File: src/rtl/lms_sample_feeder_if.sv
// rtl/lms_sample_feeder_if.sv - sample-pair stream (x, d) from the ADC front end into the feeder
interface lms_sample_feeder_if #(
   parameter int X_W = 16,
   parameter int D_W = 16
);
   logic           s_valid;
   logic           s_ready;
   logic [X_W-1:0] s_x;
   logic [D_W-1:0] s_d;

   modport master (output s_valid, output s_x, output s_d, input s_ready);
   modport slave  (input s_valid, input s_x, input s_d, output s_ready);
endinterface

File: src/rtl/lms_sample_feeder.sv
// rtl/lms_sample_feeder.sv - sample-pair FIFO and issue FSM feeding the 16-tap LMS core
// Optional step-size annealing is enabled with `define STEP_ANNEAL_EN.
module lms_sample_feeder #(
   parameter int X_W      = 16,
   parameter int D_W      = 16,
   parameter int DEPTH    = 8,
   parameter int TMO_CYC  = 64,
   parameter int CNT_W    = 32,
   parameter int ANNEAL_N = 256
) (
   input  logic                 clk,
   input  logic                 rst_n,
   input  logic                 clr,
   input  logic                 run,
   lms_sample_feeder_if.slave   s,
   input  logic [7:0]           u_cfg,
   output logic                 lms_en,
   output logic [X_W-1:0]       lms_x,
   output logic [D_W-1:0]       lms_d,
   output logic [7:0]           lms_u,
   input  logic                 lms_update,
   output logic                 busy,
   output logic                 tmo_err,
   output logic                 ovf_err,
   output logic [CNT_W-1:0]     done_cnt
);
   localparam int AW = $clog2(DEPTH);
   localparam int TW = (TMO_CYC > 2) ? $clog2(TMO_CYC) : 1;
   // The counter is cleared in ISSUE, so hitting TMO_CYC-2 in WAIT makes tmo_err
   // visible exactly TMO_CYC cycles after the lms_en strobe.
   localparam logic [TW-1:0] TMO_LAST = TW'(TMO_CYC - 2);

   typedef enum logic [1:0] {IDLE, ISSUE, WAIT} state_t;

   state_t         state, state_nx;
   logic [X_W-1:0] x_mem [DEPTH];
   logic [D_W-1:0] d_mem [DEPTH];
   logic [AW:0]    wr_ptr, rd_ptr;
   logic [TW-1:0]  tmo_cnt;
   logic           empty, full, wr_en, pop;
   logic           done_inc, tmo_hit;

   assign empty     = (wr_ptr == rd_ptr);
   assign full      = (wr_ptr[AW] != rd_ptr[AW]) && (wr_ptr[AW-1:0] == rd_ptr[AW-1:0]);
   assign s.s_ready = !full;
   assign wr_en     = s.s_valid && !full && !clr;
   assign pop       = (state == IDLE) && run && !empty && !clr;
   assign busy      = (state != IDLE);

   always_ff @(posedge clk) begin
      if (wr_en) begin
         x_mem[wr_ptr[AW-1:0]] <= s.s_x;
         d_mem[wr_ptr[AW-1:0]] <= s.s_d;
      end
   end

   always_ff @(posedge clk or negedge rst_n) begin
      if (!rst_n) begin
         state <= IDLE;
      end else begin
         state <= state_nx;
      end
   end

   always_comb begin
      state_nx = state;
      lms_en   = 1'b0;
      done_inc = 1'b0;
      tmo_hit  = 1'b0;
      case (state)
         IDLE: begin
            if (pop) state_nx = ISSUE;
         end
         ISSUE: begin
            lms_en   = 1'b1;
            state_nx = WAIT;
         end
         WAIT: begin
            if (lms_update) begin
               done_inc = 1'b1;
               state_nx = IDLE;
            end else if (tmo_cnt == TMO_LAST) begin
               tmo_hit  = 1'b1;
               state_nx = IDLE;
            end
         end
         default: state_nx = IDLE;
      endcase
      if (clr) begin
         state_nx = IDLE;
         lms_en   = 1'b0;
         done_inc = 1'b0;
         tmo_hit  = 1'b0;
      end
   end

   always_ff @(posedge clk or negedge rst_n) begin
      if (!rst_n) begin
         wr_ptr   <= '0;
         rd_ptr   <= '0;
         lms_x    <= '0;
         lms_d    <= '0;
         tmo_cnt  <= '0;
         tmo_err  <= 1'b0;
         ovf_err  <= 1'b0;
         done_cnt <= '0;
      end else if (clr) begin
         // lms_x/lms_d deliberately keep their last values across a flush
         wr_ptr   <= '0;
         rd_ptr   <= '0;
         tmo_cnt  <= '0;
         tmo_err  <= 1'b0;
         ovf_err  <= 1'b0;
         done_cnt <= '0;
      end else begin
         if (wr_en) wr_ptr <= wr_ptr + (AW+1)'(1);
         if (pop) begin
            rd_ptr <= rd_ptr + (AW+1)'(1);
            lms_x  <= x_mem[rd_ptr[AW-1:0]];
            lms_d  <= d_mem[rd_ptr[AW-1:0]];
         end
         if (s.s_valid && full) ovf_err <= 1'b1;
         if (tmo_hit) tmo_err <= 1'b1;
         if (done_inc) done_cnt <= done_cnt + CNT_W'(1);
         if (state == ISSUE) begin
            tmo_cnt <= '0;
         end else if (state == WAIT) begin
            tmo_cnt <= tmo_cnt + TW'(1);
         end
      end
   end

`ifdef STEP_ANNEAL_EN
   localparam int NW = (ANNEAL_N > 1) ? $clog2(ANNEAL_N) : 1;
   logic [NW-1:0] ann_cnt;

   always_ff @(posedge clk or negedge rst_n) begin
      if (!rst_n) begin
         lms_u   <= 8'd0;
         ann_cnt <= '0;
      end else if (clr) begin
         lms_u   <= 8'd0;
         ann_cnt <= '0;
      end else if (done_inc) begin
         if (ann_cnt == NW'(ANNEAL_N - 1)) begin
            ann_cnt <= '0;
            if (lms_u < u_cfg) lms_u <= lms_u + 8'd1;
         end else begin
            ann_cnt <= ann_cnt + NW'(1);
         end
      end else if (state == IDLE && u_cfg < lms_u) begin
         lms_u <= u_cfg;
      end
   end
`else
   always_ff @(posedge clk or negedge rst_n) begin
      if (!rst_n) begin
         lms_u <= 8'd0;
      end else if (state == IDLE) begin
         lms_u <= u_cfg;
      end
   end
`endif

endmodule

File: src/flat_wrapper.sv
// flat-port wrapper written by rule: the top's interface ports become plain ports
module lms_sample_feeder_flat 
#(
   parameter int X_W      = 16,
   parameter int D_W      = 16,
   parameter int DEPTH    = 8,
   parameter int TMO_CYC  = 64,
   parameter int CNT_W    = 32,
   parameter int ANNEAL_N = 256
)
  (clk, rst_n, clr, run, u_cfg, lms_en, lms_x, lms_d, lms_u, lms_update, busy, tmo_err, ovf_err, done_cnt, s_s_valid, s_s_x, s_s_d, s_s_ready);
  lms_sample_feeder_if #(.X_W(X_W), .D_W(D_W)) s_i ();
  input  logic clk;
  input  logic rst_n;
  input  logic clr;
  input  logic run;
  input  logic [7:0] u_cfg;
  output logic lms_en;
  output logic [X_W-1:0] lms_x;
  output logic [D_W-1:0] lms_d;
  output logic [7:0] lms_u;
  input  logic lms_update;
  output logic busy;
  output logic tmo_err;
  output logic ovf_err;
  output logic [CNT_W-1:0] done_cnt;
  input wire logic [$bits(s_i.s_valid)-1:0] s_s_valid;
  input wire logic [$bits(s_i.s_x)-1:0] s_s_x;
  input wire logic [$bits(s_i.s_d)-1:0] s_s_d;
  output wire logic [$bits(s_i.s_ready)-1:0] s_s_ready;
  assign s_i.s_valid = s_s_valid;
  assign s_i.s_x = s_s_x;
  assign s_i.s_d = s_s_d;
  assign s_s_ready = s_i.s_ready;
  lms_sample_feeder #(.X_W(X_W), .D_W(D_W), .DEPTH(DEPTH), .TMO_CYC(TMO_CYC), .CNT_W(CNT_W), .ANNEAL_N(ANNEAL_N)) u_core (.clk(clk), .rst_n(rst_n), .clr(clr), .run(run), .s(s_i), .u_cfg(u_cfg), .lms_en(lms_en), .lms_x(lms_x), .lms_d(lms_d), .lms_u(lms_u), .lms_update(lms_update), .busy(busy), .tmo_err(tmo_err), .ovf_err(ovf_err), .done_cnt(done_cnt));
endmodule
File: config.mk
export PLATFORM = sky130hd
export DESIGN_NAME = lms_sample_feeder_flat
export DESIGN_NICKNAME = d
export VERILOG_FILES = /design/src/rtl/lms_sample_feeder_if.sv /design/src/rtl/lms_sample_feeder.sv /design/src/flat_wrapper.sv
export SDC_FILE = /design/constraint.sdc
export NUM_CORES = 1
export LEC_CHECK = 0
export ABC_CLOCK_PERIOD_IN_PS = 5000
export BUFFER_PORTS_ARGS = -buffer_cell sky130_fd_sc_hd__buf_4
export CORE_MARGIN = 2
export CORE_UTILIZATION = 47
export CTS_CLUSTER_SIZE = 25
export DETAILED_ROUTE_END_ITERATION = 8
export HOLD_SLACK_MARGIN = 0.08
export PLACE_DENSITY = 0.76
export SLEW_MARGIN = 10
export SYNTH_ARGS = -nofsm -noshare
export SYNTH_HDL_FRONTEND = slang
export SYNTH_SLANG_ARGS = --single-unit
File: constraint.sdc
create_clock -name clk -period 5 [get_ports clk]
set_input_delay 1 -clock clk [delete_from_list [all_inputs] [get_ports clk]]
set_output_delay 1 -clock clk [all_outputs]
set_load 0.02 [all_outputs]
==> flow_metrics.py, run 1 <==
metrics = {
    "hold_path": {
        "hold_path.class": "reg -> reg",
    },
    "yosys": {
        "mappedNetlistArea_um2": 14000,
        "ys_seq_elements": 346,
        "synth-edff-count": 256,
        "ys_async_sr_fraction_pct": 26.0,
        "synth_seq_area_share_pct": 70.9,
        "synth_warnings": 0,
        "synth_nets": 812,
        "ys_types": 47,
        "synth_largest_area_cell": "edfxtp_1",
        "synth_top_area_share_pct": 54.8,
        "syn_inst": 761,
        "synthTopCellsByArea": "edfxtp_1, dfrtp_1, mux4_2",
        "post_synth.cell_area_avg_um2": 18.4,
        "synth_top_flop_cell": "edfxtp_1",
    },
    "floorplan": {
        "die_h_um": 177,
        "io_pins": 123,
        "placement_rows": 63,
        "start_util_pct": 47.6,
        "core_um2": 29500,
        "dieWidth_um": 177,
        "die_area_um2": 31200,
    },
    "cells_and_area": {
        "drive_gt1_share_pct": 36.6,
        "area_growth_pct": 17.8,
        "final_cell_area_um2": 16500,
        "final_cell_mix": "edfxtp_1, buf_4, dfrtp_1",
        "final_common_cell": "edfxtp_1",
        "diodes": 0,
        "fillCellCount": 2263,
        "nets": 942,
    },
    "routing": {
        "ant_nets": 0,
        "wl_per_cell_um": 20.8,
        "drt_first_pass_iters": 5,
        "viasPerCell": 5.65,
        "drc": 0,
        "drt_iter0_markers": 576,
        "wirelength_um": 27200,
        "vias": 7390,
    },
    "worst_setup_path": {
        "crit_path_start_kind": "register",
        "crit_required_ps": 4000,
        "endpoint_kind": "output port",
        "critical_path_class": "reg -> out",
        "slowest_stage": "dfrtp_2",
        "path_cells": "xor2_2 > nor4_1 > inv_1 > buf_4",
        "arrival_ps": 2620,
        "crit_path_max_incr_delay_ps": 1000,
        "critical_path_buf_inv_count": 2,
        "cp_top_family": "flip-flops",
        "critPathMaxFanout": 36,
    },
    "global_route": {
        "antenna_found_initial": 0,
        "overflow": 0,
        "grt_pass1_wl_um": 42600,
        "grt_pass1_vias": 7476,
        "track_usage_pct": 17.7,
        "grt_max_degree": 68,
    },
    "clocking": {
        "cts_buffer_depth": 3,
        "ctsRootBufferMaster": "clkbuf_16",
        "postCtsSetupRepairBufs": 0,
        "worstSkewPairLatency_ps": 520,
        "htree_levels": 2,
        "cts_resized": 0,
        "cts_tree": "yes",
        "numCtsBuffers": 36,
        "clock_sinks": 346,
        "ctsHoldBuffers": 0,
        "path_clk_slew_ps": 60,
    },
    "placed_design": {
        "dpl_cell_area_um2": 15300,
        "hpwl_um": 15600,
        "place_congestion": 0.768,
        "io_buffers": 122,
    },
    "sta": {
        "fin_hold_ws_ps": 506,
        "rsz0062_at_grt": "false",
        "tightest_slew_ps": 1220,
        "layout_min_cycle_time_ps": 3620,
        "period_share_pct": 72.4,
        "fmax_ghz": 0.276,
        "hold_viol": 0,
        "slew_violations": 0,
        "setup_viol": 0,
        "slew_headroom_pct": 18.4,
        "fin_tns_setup_ps": 0,
        "skew_ps": 13.7,
    },
    "power_and_ir_drop": {
        "powerDensity_nw_per_um2": 441,
        "peakVddDrop_mv": 0.336,
        "p_total_mw": 7.28,
        "leakagePower_nw": 5.78,
    },
    "job": {
        "cap_violations": 0,
    },
    "status": {
        "status": "finished, final reports clean",
    },
}
[metrics by stage]
stage | cells | util, % | setup slack (ps)
after global placement | 1243 | 52.0 | 1680
after CTS | 1309 | 56.0 | 1420
after global routing | 1309 | 56.0 | 1270
after detailed placement | 1243 | 52.0 | 1610
final | 1309 | 56.0 | 1380
after floorplan | 761 | - | 38.4
[registers in the layout (all words and copies together), names as in the netlist]
register / cells
u_core.rd_ptr: 4
u_core.tmo_err: 1
u_core.state: 2
u_core.done_cnt: 32
u_core.lms_d: 16
u_core.x_mem: 128
u_core.d_mem: 128
u_core.ovf_err: 1
u_core.lms_x: 16
u_core.lms_u: 8
u_core.wr_ptr: 4
u_core.tmo_cnt: 6
[report_power, final]
group	internal, mW	leakage (nW)	switching (mW)	total, mW
Clock	1.54	0.568	1.07	2.61
Sequential	3.28	3.48	0.154	3.43
Combinational	0.664	1.73	0.571	1.24
Total	5.48	5.78	1.79	7.28
[cell type report]
| cell class | instances | area, um^2 | share of cell area (%) |
|---|---|---|---|
| timing repair buffer | 133 | 998 | 6.04 |
| clock inverter | 17 | 185 | 1.12 |
| multi-input combinational | 364 | 3880 | 23.5 |
| sequential | 346 | 9950 | 60.2 |
| tap | 390 | 488 | 2.95 |
| inverter | 10 | 37.5 | 0.227 |
| clock buffer | 49 | 980 | 5.93 |
[kinds of logic (layout without fill, tap and decap cells)]
kind of cell               count (synthesis)  count (layout)  share of synthesized area, %
and+or+nand+nor                          127             127                          5.03
xor gates and xnor gates                  14              14                         0.928
DFF                                      346             346                          70.9
adders and majority gates                  5               5                         0.446
AOI/OAI and AO/OA                         77              77                          3.56
muxes                                    141             141                          17.2
buffers and inverters                     51             209                          1.93
[path summary, 6_finish.rpt]
check	from	to	slack (ps)	cells past startpoint
setup / recovery	u_core.rd_ptr[2]	s_s_ready	1380	4
hold / removal	u_core.lms_u[5]	u_core.lms_u[5]	510	1
setup reg to reg	u_core.rd_ptr[2]	u_core.x_mem[5][9]	1670	4
hold reg to reg	u_core.lms_u[5]	u_core.lms_u[5]	510	1
max in group asynchronous	rst_n	u_core.done_cnt[3]	3440	2
min in group asynchronous	rst_n	u_core.done_cnt[20]	520	1
[synthesized netlist by cell type (7+ instances only)]
| cell type | n |
|---|---|
| a21oi_1 | 31 |
| nand3_1 | 11 |
| mux2_2 | 45 |
| edfxtp_1 | 256 |
| or3_1 | 7 |
| mux4_2 | 64 |
| or4_1 | 23 |
| xor2_1 | 10 |
| nand2_1 | 19 |
| mux2_4 | 29 |
| nand4_1 | 7 |
| buf_6 | 9 |
| o21ai_0 | 10 |
| dfrtp_1 | 90 |
| o31ai_1 | 20 |
| inv_1 | 10 |
| nor2_1 | 28 |
| buf_2 | 9 |
| clkbuf_1 | 20 |
[layer usage]
metal	track usage, %	up-vias	part of all wire, %
met3	2.84	41	5.0
met2	29.9	226	51
li1	-	3314	-
met1	24.1	3809	43
met4	4.72	0	1.6
met5	0	-	0
(Power assumes the default switching activity.)
==> run 2, diff against run 1 <==
--- a/config.mk
+++ b/config.mk
@@ -5,7 +5,8 @@
 export SDC_FILE = /design/constraint.sdc
 export NUM_CORES = 1
 export LEC_CHECK = 0
-export ABC_CLOCK_PERIOD_IN_PS = 5000
+export ABC_AREA = 1
+export ABC_CLOCK_PERIOD_IN_PS = 3000
 export BUFFER_PORTS_ARGS = -buffer_cell sky130_fd_sc_hd__buf_4
 export CORE_MARGIN = 2
 export CORE_UTILIZATION = 47
==> constraint.sdc (replaced) <==
create_clock -name clk -period 3 [get_ports clk]
set_input_delay 0.6 -clock clk [delete_from_list [all_inputs] [get_ports clk]]
set_output_delay 0.6 -clock clk [all_outputs]
set_load 0.02 [all_outputs]
==> flow_metrics.py, run 2 <==
metrics = {
    "worst_setup_path": {
        "arrival_ps": 2630,
        "critical_path_buf_inv_count": 1,
        "crit_path_start_kind": "register",
        "critPathMaxFanout": 32,
        "critical_path_class": "reg -> reg",
        "crit_path_max_incr_delay_ps": 500,
        "crit_required_ps": 3160,
        "path_cells": "xor2_1 > nor2_1 > nand3_1 > nand3_1 > nor2_4 > buf_4",
        "endpoint_kind": "register",
        "cp_top_family": "simple AND/OR/NAND/NOR gates",
        "slowest_stage": "dfrtp_4",
        "cpMostUsedCell": "nand3_1",
    },
    "global_route": {
        "grt_pass1_vias": 9501,
        "use_met1_pct": 25.4,
        "grt_max_degree": 132,
        "grt_use_met3_pct": 2.99,
        "grt_pass1_wl_um": 47700,
        "use_met2_pct": 31.9,
        "track_usage_pct": 19.0,
        "top_usage_layer": "met2",
        "antenna_found_initial": 0,
        "overflow": 0,
    },
    "routing": {
        "wirelength_um": 30100,
        "drc": 0,
        "viasPerCell": 5.22,
        "wl_per_cell_um": 16.0,
        "vias": 9820,
        "drt_iter0_markers": 886,
        "drt_first_pass_iters": 5,
        "ant_nets": 0,
    },
    "clocking": {
        "clock_sinks": 346,
        "cts_buffer_depth": 3,
        "postCtsSetupRepairBufs": 0,
        "cts_tree": "yes",
        "numCtsBuffers": 38,
        "htree_levels": 2,
        "worstSkewPairLatency_ps": 540,
        "ctsRootBufferMaster": "clkbuf_16",
        "cts_resized": 0,
        "ctsHoldBuffers": 0,
        "path_clk_slew_ps": 60,
    },
    "placed_design": {
        "dp_worst_setup_slack_ps": 520,
        "hpwl_um": 18300,
        "placed_cells": 1814,
        "place_congestion": 0.891,
        "io_buffers": 122,
    },
    "yosys": {
        "synth-edff-count": 256,
        "synth_most_common_cell": "nand2_1",
        "synth_largest_area_cell": "edfxtp_1",
        "ys_seq_elements": 346,
        "synthTopCellsByCount": "nand2_1, edfxtp_1, nor2_1, nand3_1, o21ai_0",
        "syn_inst": 1334,
        "synth_top_area_share_pct": 53.5,
        "mappedNetlistArea_um2": 14400,
        "ys_types": 33,
        "post_synth.cell_area_avg_um2": 10.8,
        "synth_seq_area_share_pct": 69.1,
        "synth_warnings": 0,
        "synthTopCellsByArea": "edfxtp_1, dfrtp_1, nand2_1",
        "synth_top_flop_cell": "edfxtp_1",
        "ys_async_sr_fraction_pct": 26.0,
        "synth_nets": 1385,
    },
    "floorplan": {
        "io_pins": 123,
        "die_area_um2": 32000,
        "die_h_um": 179,
        "start_util_pct": 47.4,
        "dieWidth_um": 179,
        "placement_rows": 64,
        "core_um2": 30300,
    },
    "status": {
        "status": "finished, final reports clean",
    },
    "sta": {
        "hold_viol": 0,
        "skew_ps": 26.2,
        "rsz0062_at_grt": "false",
        "period_share_pct": 82.6,
        "slew_violations": 0,
        "layout_min_cycle_time_ps": 2480,
        "slew_headroom_pct": 45.2,
        "timing.final.ws_setup_ps": 523,
        "fin_hold_ws_ps": 185,
        "fmax_ghz": 0.404,
        "tightest_slew_ps": 822,
        "setup_viol": 0,
        "fin_tns_setup_ps": 0,
    },
    "cells_and_area": {
        "drive_gt1_share_pct": 15.2,
        "instances_no_fill": 1883,
        "final_common_cell": "nand2_1",
        "regArea_um2": 9940,
        "final_cell_mix": "nand2_1, edfxtp_1, nor2_1",
        "diodes": 0,
        "multi_input_area_um2": 3830,
        "area_growth_pct": 18.4,
        "nets": 1509,
        "fillCellCount": 2421,
    },
    "power_and_ir_drop": {
        "peakVddDrop_mv": 0.548,
        "powerDensity_nw_per_um2": 707,
        "p_total_mw": 12.0,
        "leakagePower_nw": 6.84,
    },
    "job": {
        "cap_violations": 0,
    },
    "hold_path": {
        "hold_path.class": "in -> async",
    },
}
-- run 2: cell types whose count changed after synthesis, sizes merged, moves of 64 or more --
cell	change
mux4	-64
mux2	-74
inv	+82
nand3	+99
nor2	+142
nand2	+328
o21ai	+101
-- run 2: worst register-to-register path: cells and delay by family, from the launching register on --
| family | cells | cell delay, ps |
|---|---|---|
| xor gates and xnor gates | 1 | 210 |
| and+or+nand+nor | 4 | 900 |
| buffers and inverters | 1 | 490 |
| DFF | 1 | 500 |
-- run 2: worst paths after layout --
kind	from	endpoint	slack [ps]	depth (start not counted)
hold reg to reg	u_core.lms_u[6]	u_core.lms_u[6]	470	2
max in group asynchronous	rst_n	u_core.lms_d[6]	2010	2
setup reg to reg	u_core.rd_ptr[0]	u_core.x_mem[1][8]	520	6
min in group clk	u_cfg[0]	u_core.lms_u[0]	290	3
hold / removal	rst_n	u_core.tmo_cnt[5]	190	1
setup / recovery	u_core.rd_ptr[0]	u_core.x_mem[1][8]	520	6
-- run 2: layout make-up --
class	count	area share (%)
flip-flops and latches	346	58.4
multi-input cells	835	22.5
repair buffers	145	6.69
clock buffers	52	6.19
well taps	396	2.91
inverters	92	2.04
clock inverters	17	1.23
-- run 2: power breakdown --
part	total (mW)	switching [mW]	internal (mW)
logic	1.81	1.14	0.669
registers	5.63	0.172	5.46
clock network	4.60	1.85	2.75
-- run 2: per-layer routing --
| layer | part of all wire (%) | vias up |
|---|---|---|
| met5 | 0 | - |
| met4 | 1.8 | 0 |
| met3 | 6.7 | 45 |
| met2 | 49 | 329 |
| met1 | 43 | 4676 |
| li1 | - | 4770 |
-- run 2: kinds of logic after synthesis --
| logic type | Yosys count | share of synthesized area (%) |
|---|---|---|
| simple gates | 645 | 18.4 |
| compound gates | 176 | 6.83 |
| fa+ha+maj | 5 | 0.435 |
| buf+inv | 153 | 4.66 |
| flops | 346 | 69.1 |
| xor+xnor | 9 | 0.548 |
-- run 2: per-stage QoR --
| step | cell area, um^2 | utilization (%) |
|---|---|---|
| 2_1_floorplan | 14400 | - |
| 3_3_place_gp | 15800 | 51.9 |
| 3_5_place_dp | 15800 | 51.9 |
| 4_1_cts | 17000 | 56.1 |
| 5_1_grt | 17000 | 56.1 |
| 6_report | 17000 | 56.1 |
==> run 3, diff against run 2 <==
--- a/config.mk
+++ b/config.mk
@@ -5,15 +5,15 @@
 export SDC_FILE = /design/constraint.sdc
 export NUM_CORES = 1
 export LEC_CHECK = 0
-export ABC_AREA = 1
-export ABC_CLOCK_PERIOD_IN_PS = 3000
+export ABC_AREA = 0
+export ABC_CLOCK_PERIOD_IN_PS = 2550
 export BUFFER_PORTS_ARGS = -buffer_cell sky130_fd_sc_hd__buf_4
 export CORE_MARGIN = 2
 export CORE_UTILIZATION = 47
 export CTS_CLUSTER_SIZE = 25
 export DETAILED_ROUTE_END_ITERATION = 8
 export HOLD_SLACK_MARGIN = 0.08
-export PLACE_DENSITY = 0.76
+export PLACE_DENSITY = 0.73
 export SLEW_MARGIN = 10
 export SYNTH_ARGS = -nofsm -noshare
 export SYNTH_HDL_FRONTEND = slang
==> constraint.sdc (replaced) <==
create_clock -name clk -period 2.55 [get_ports clk]
set_input_delay 0.51 -clock clk [delete_from_list [all_inputs] [get_ports clk]]
set_output_delay 0.51 -clock clk [all_outputs]
set_load 0.02 [all_outputs]
==> flow_metrics.py, run 3 (synthesized netlist as in run 1, its figures left out) <==
metrics = {
    "job": {
        "cap_violations": 0,
    },
    "power_and_ir_drop": {
        "pwr-share-comb_pct": 17.8,
        "powerDensity_nw_per_um2": 845,
        "p_total_mw": 14.3,
        "pwr-share-clk_pct": 35.6,
        "netSwitchingFraction_pct": 24.1,
        "p_sw_mw": 3.44,
        "sequentialPowerShare_pct": 46.6,
        "peakVddDrop_mv": 0.668,
        "p_int_mw": 10.9,
        "leakagePower_nw": 5.95,
    },
    "sta": {
        "skew_ps": 25.2,
        "setup_viol": 0,
        "rsz0062_at_grt": "false",
        "fin_tns_setup_ps": 0,
        "fmax_ghz": 0.419,
        "tightest_slew_ps": 606,
        "hold_viol": 0,
        "slew_violations": 0,
        "slew_headroom_pct": 59.6,
        "layout_min_cycle_time_ps": 2390,
        "period_share_pct": 93.6,
    },
    "clocking": {
        "numCtsBuffers": 36,
        "cts_buffer_depth": 3,
        "postCtsSetupRepairBufs": 0,
        "worstSkewPairLatency_ps": 520,
        "cts_tree": "yes",
        "ctsRootBufferMaster": "clkbuf_16",
        "clock_sinks": 346,
        "htree_levels": 2,
        "path_clk_slew_ps": 60,
    },
    "floorplan": {
        "die_h_um": 177,
        "core_um2": 29500,
        "io_pins": 123,
        "dieWidth_um": 177,
        "die_area_um2": 31200,
        "placement_rows": 63,
        "start_util_pct": 47.6,
    },
    "worst_setup_path": {
        "r2r-end": "u_core.x_mem[2][6]",
        "r2r-start": "u_core.rd_ptr[3]",
        "crit_path_max_incr_delay_ps": 510,
        "path_cells": "xor2_4 > nor4_2 > buf_4 > inv_1 > buf_4",
        "cp_top_family": "flip-flops",
        "critical_path_class": "reg -> out",
        "critical_path_buf_inv_count": 3,
        "rrSetupSlack_ps": 380,
        "slowest_stage": "dfrtp_4",
        "critPathMaxFanout": 4,
        "endpoint_kind": "output port",
        "crit_required_ps": 2040,
        "cpMostUsedCell": "buf_4",
        "arrival_ps": 1880,
        "r2r_cells": 5,
        "crit_path_start_kind": "register",
    },
    "routing": {
        "wl_per_cell_um": 20.4,
        "drt_first_pass_iters": 5,
        "drt_iter0_markers": 500,
        "drc": 0,
        "viasPerCell": 5.59,
        "vias": 7459,
        "wirelength_um": 27300,
        "ant_nets": 0,
    },
    "global_route": {
        "antenna_found_initial": 0,
        "overflow": 0,
        "grt_pass1_wl_um": 42900,
        "grt_max_degree": 68,
        "grt_pass1_vias": 7647,
        "track_usage_pct": 17.9,
    },
    "status": {
        "status": "finished, final reports clean",
    },
    "cells_and_area": {
        "finish.utilization_pct": 57.4,
        "diodes": 0,
        "area_growth_pct": 20.7,
        "nets": 969,
        "final_cell_mix": "edfxtp_1, buf_4, dfrtp_1",
        "final_common_cell": "edfxtp_1",
        "drive_gt1_share_pct": 38.4,
    },
    "hold_path": {
        "hold_end": "u_core.d_mem[5][0]",
        "min-delay-start": "s_s_d[0]",
        "hold_depth": 1,
        "hold_path.class": "in -> reg",
    },
    "placed_design": {
        "io_buffers": 122,
        "place_congestion": 0.758,
        "hpwl_um": 16200,
    },
}
==> run 3: repair_timing <==
action,CTS,global route
endpoints found under the setup margin,1,0
gates resized for setup,1,0
hold buffers,1,0
endpoints found under the hold margin,13,0
==> run 3: final cells by class <==
type                       count  area, um^2
sequential                   346        9950
clock inverter                 9         133
tap                          390         488
timing repair buffer         160        1350
inverter                      10        37.5
clock buffer                  56        1020
fill                        2225       12600
multi-input combinational    364        3950
==> run 3: worst max-delay path by stage <==
stage                                 from  depth (start not counted)  slack [ps]                 end
after floorplan           u_core.rd_ptr[2]                          4           5  u_core.d_mem[4][0]
after global placement    u_core.rd_ptr[0]                          5         420  u_core.x_mem[2][7]
after detailed placement  u_core.rd_ptr[0]                          5         400  u_core.x_mem[2][2]
after CTS                 u_core.rd_ptr[1]                          5          80           s_s_ready
after global routing      u_core.rd_ptr[1]                          5          60           s_s_ready
final                     u_core.rd_ptr[1]                          5         160           s_s_ready
==> run 3: power groups by stage <==
stage               combinational [mW]  clock (mW)  sequential [mW]
floorplan                         1.39           0             7.05
global placement                  2.56           0             6.76
detailed placement                2.59           0             6.76
CTS                               2.60        5.22             6.66
global route                      2.74        5.45             6.69
finish                            2.55        5.09             6.66
==> run 3: per-layer routing <==
| layer | vias to the layer above | wire (um) | global-route usage, % |
|---|---|---|---|
| li1 | 3363 | - | - |
| met1 | 3825 | 11600 | 24.3 |
| met2 | 219 | 13500 | 29.9 |
| met3 | 52 | 1570 | 3.20 |
| met4 | 0 | 645 | 5.17 |
| met5 | - | 0 | 0 |
==> run 3: worst reg2reg max path: cells and delay by family, from the launching register on <==
family          cells  cell delay (ps)
compound gates      1              330
xor+xnor            1              380
buf+inv             1              240
flops               1              410
simple gates        2              510
==> run 3: through the flow <==
step / cell area [um^2] / setup WS (ps) / hold WS, ps / instances
floorplan: 14100 / 4.93 / 214 / 761
global placement: 15800 / 422 / 412 / 1269
detailed placement: 15800 / 398 / 418 / 1269
CTS: 16900 / 77.7 / 209 / 1335
global route: 16900 / 58.3 / 214 / 1335
finish: 16900 / 162 / 224 / 1335
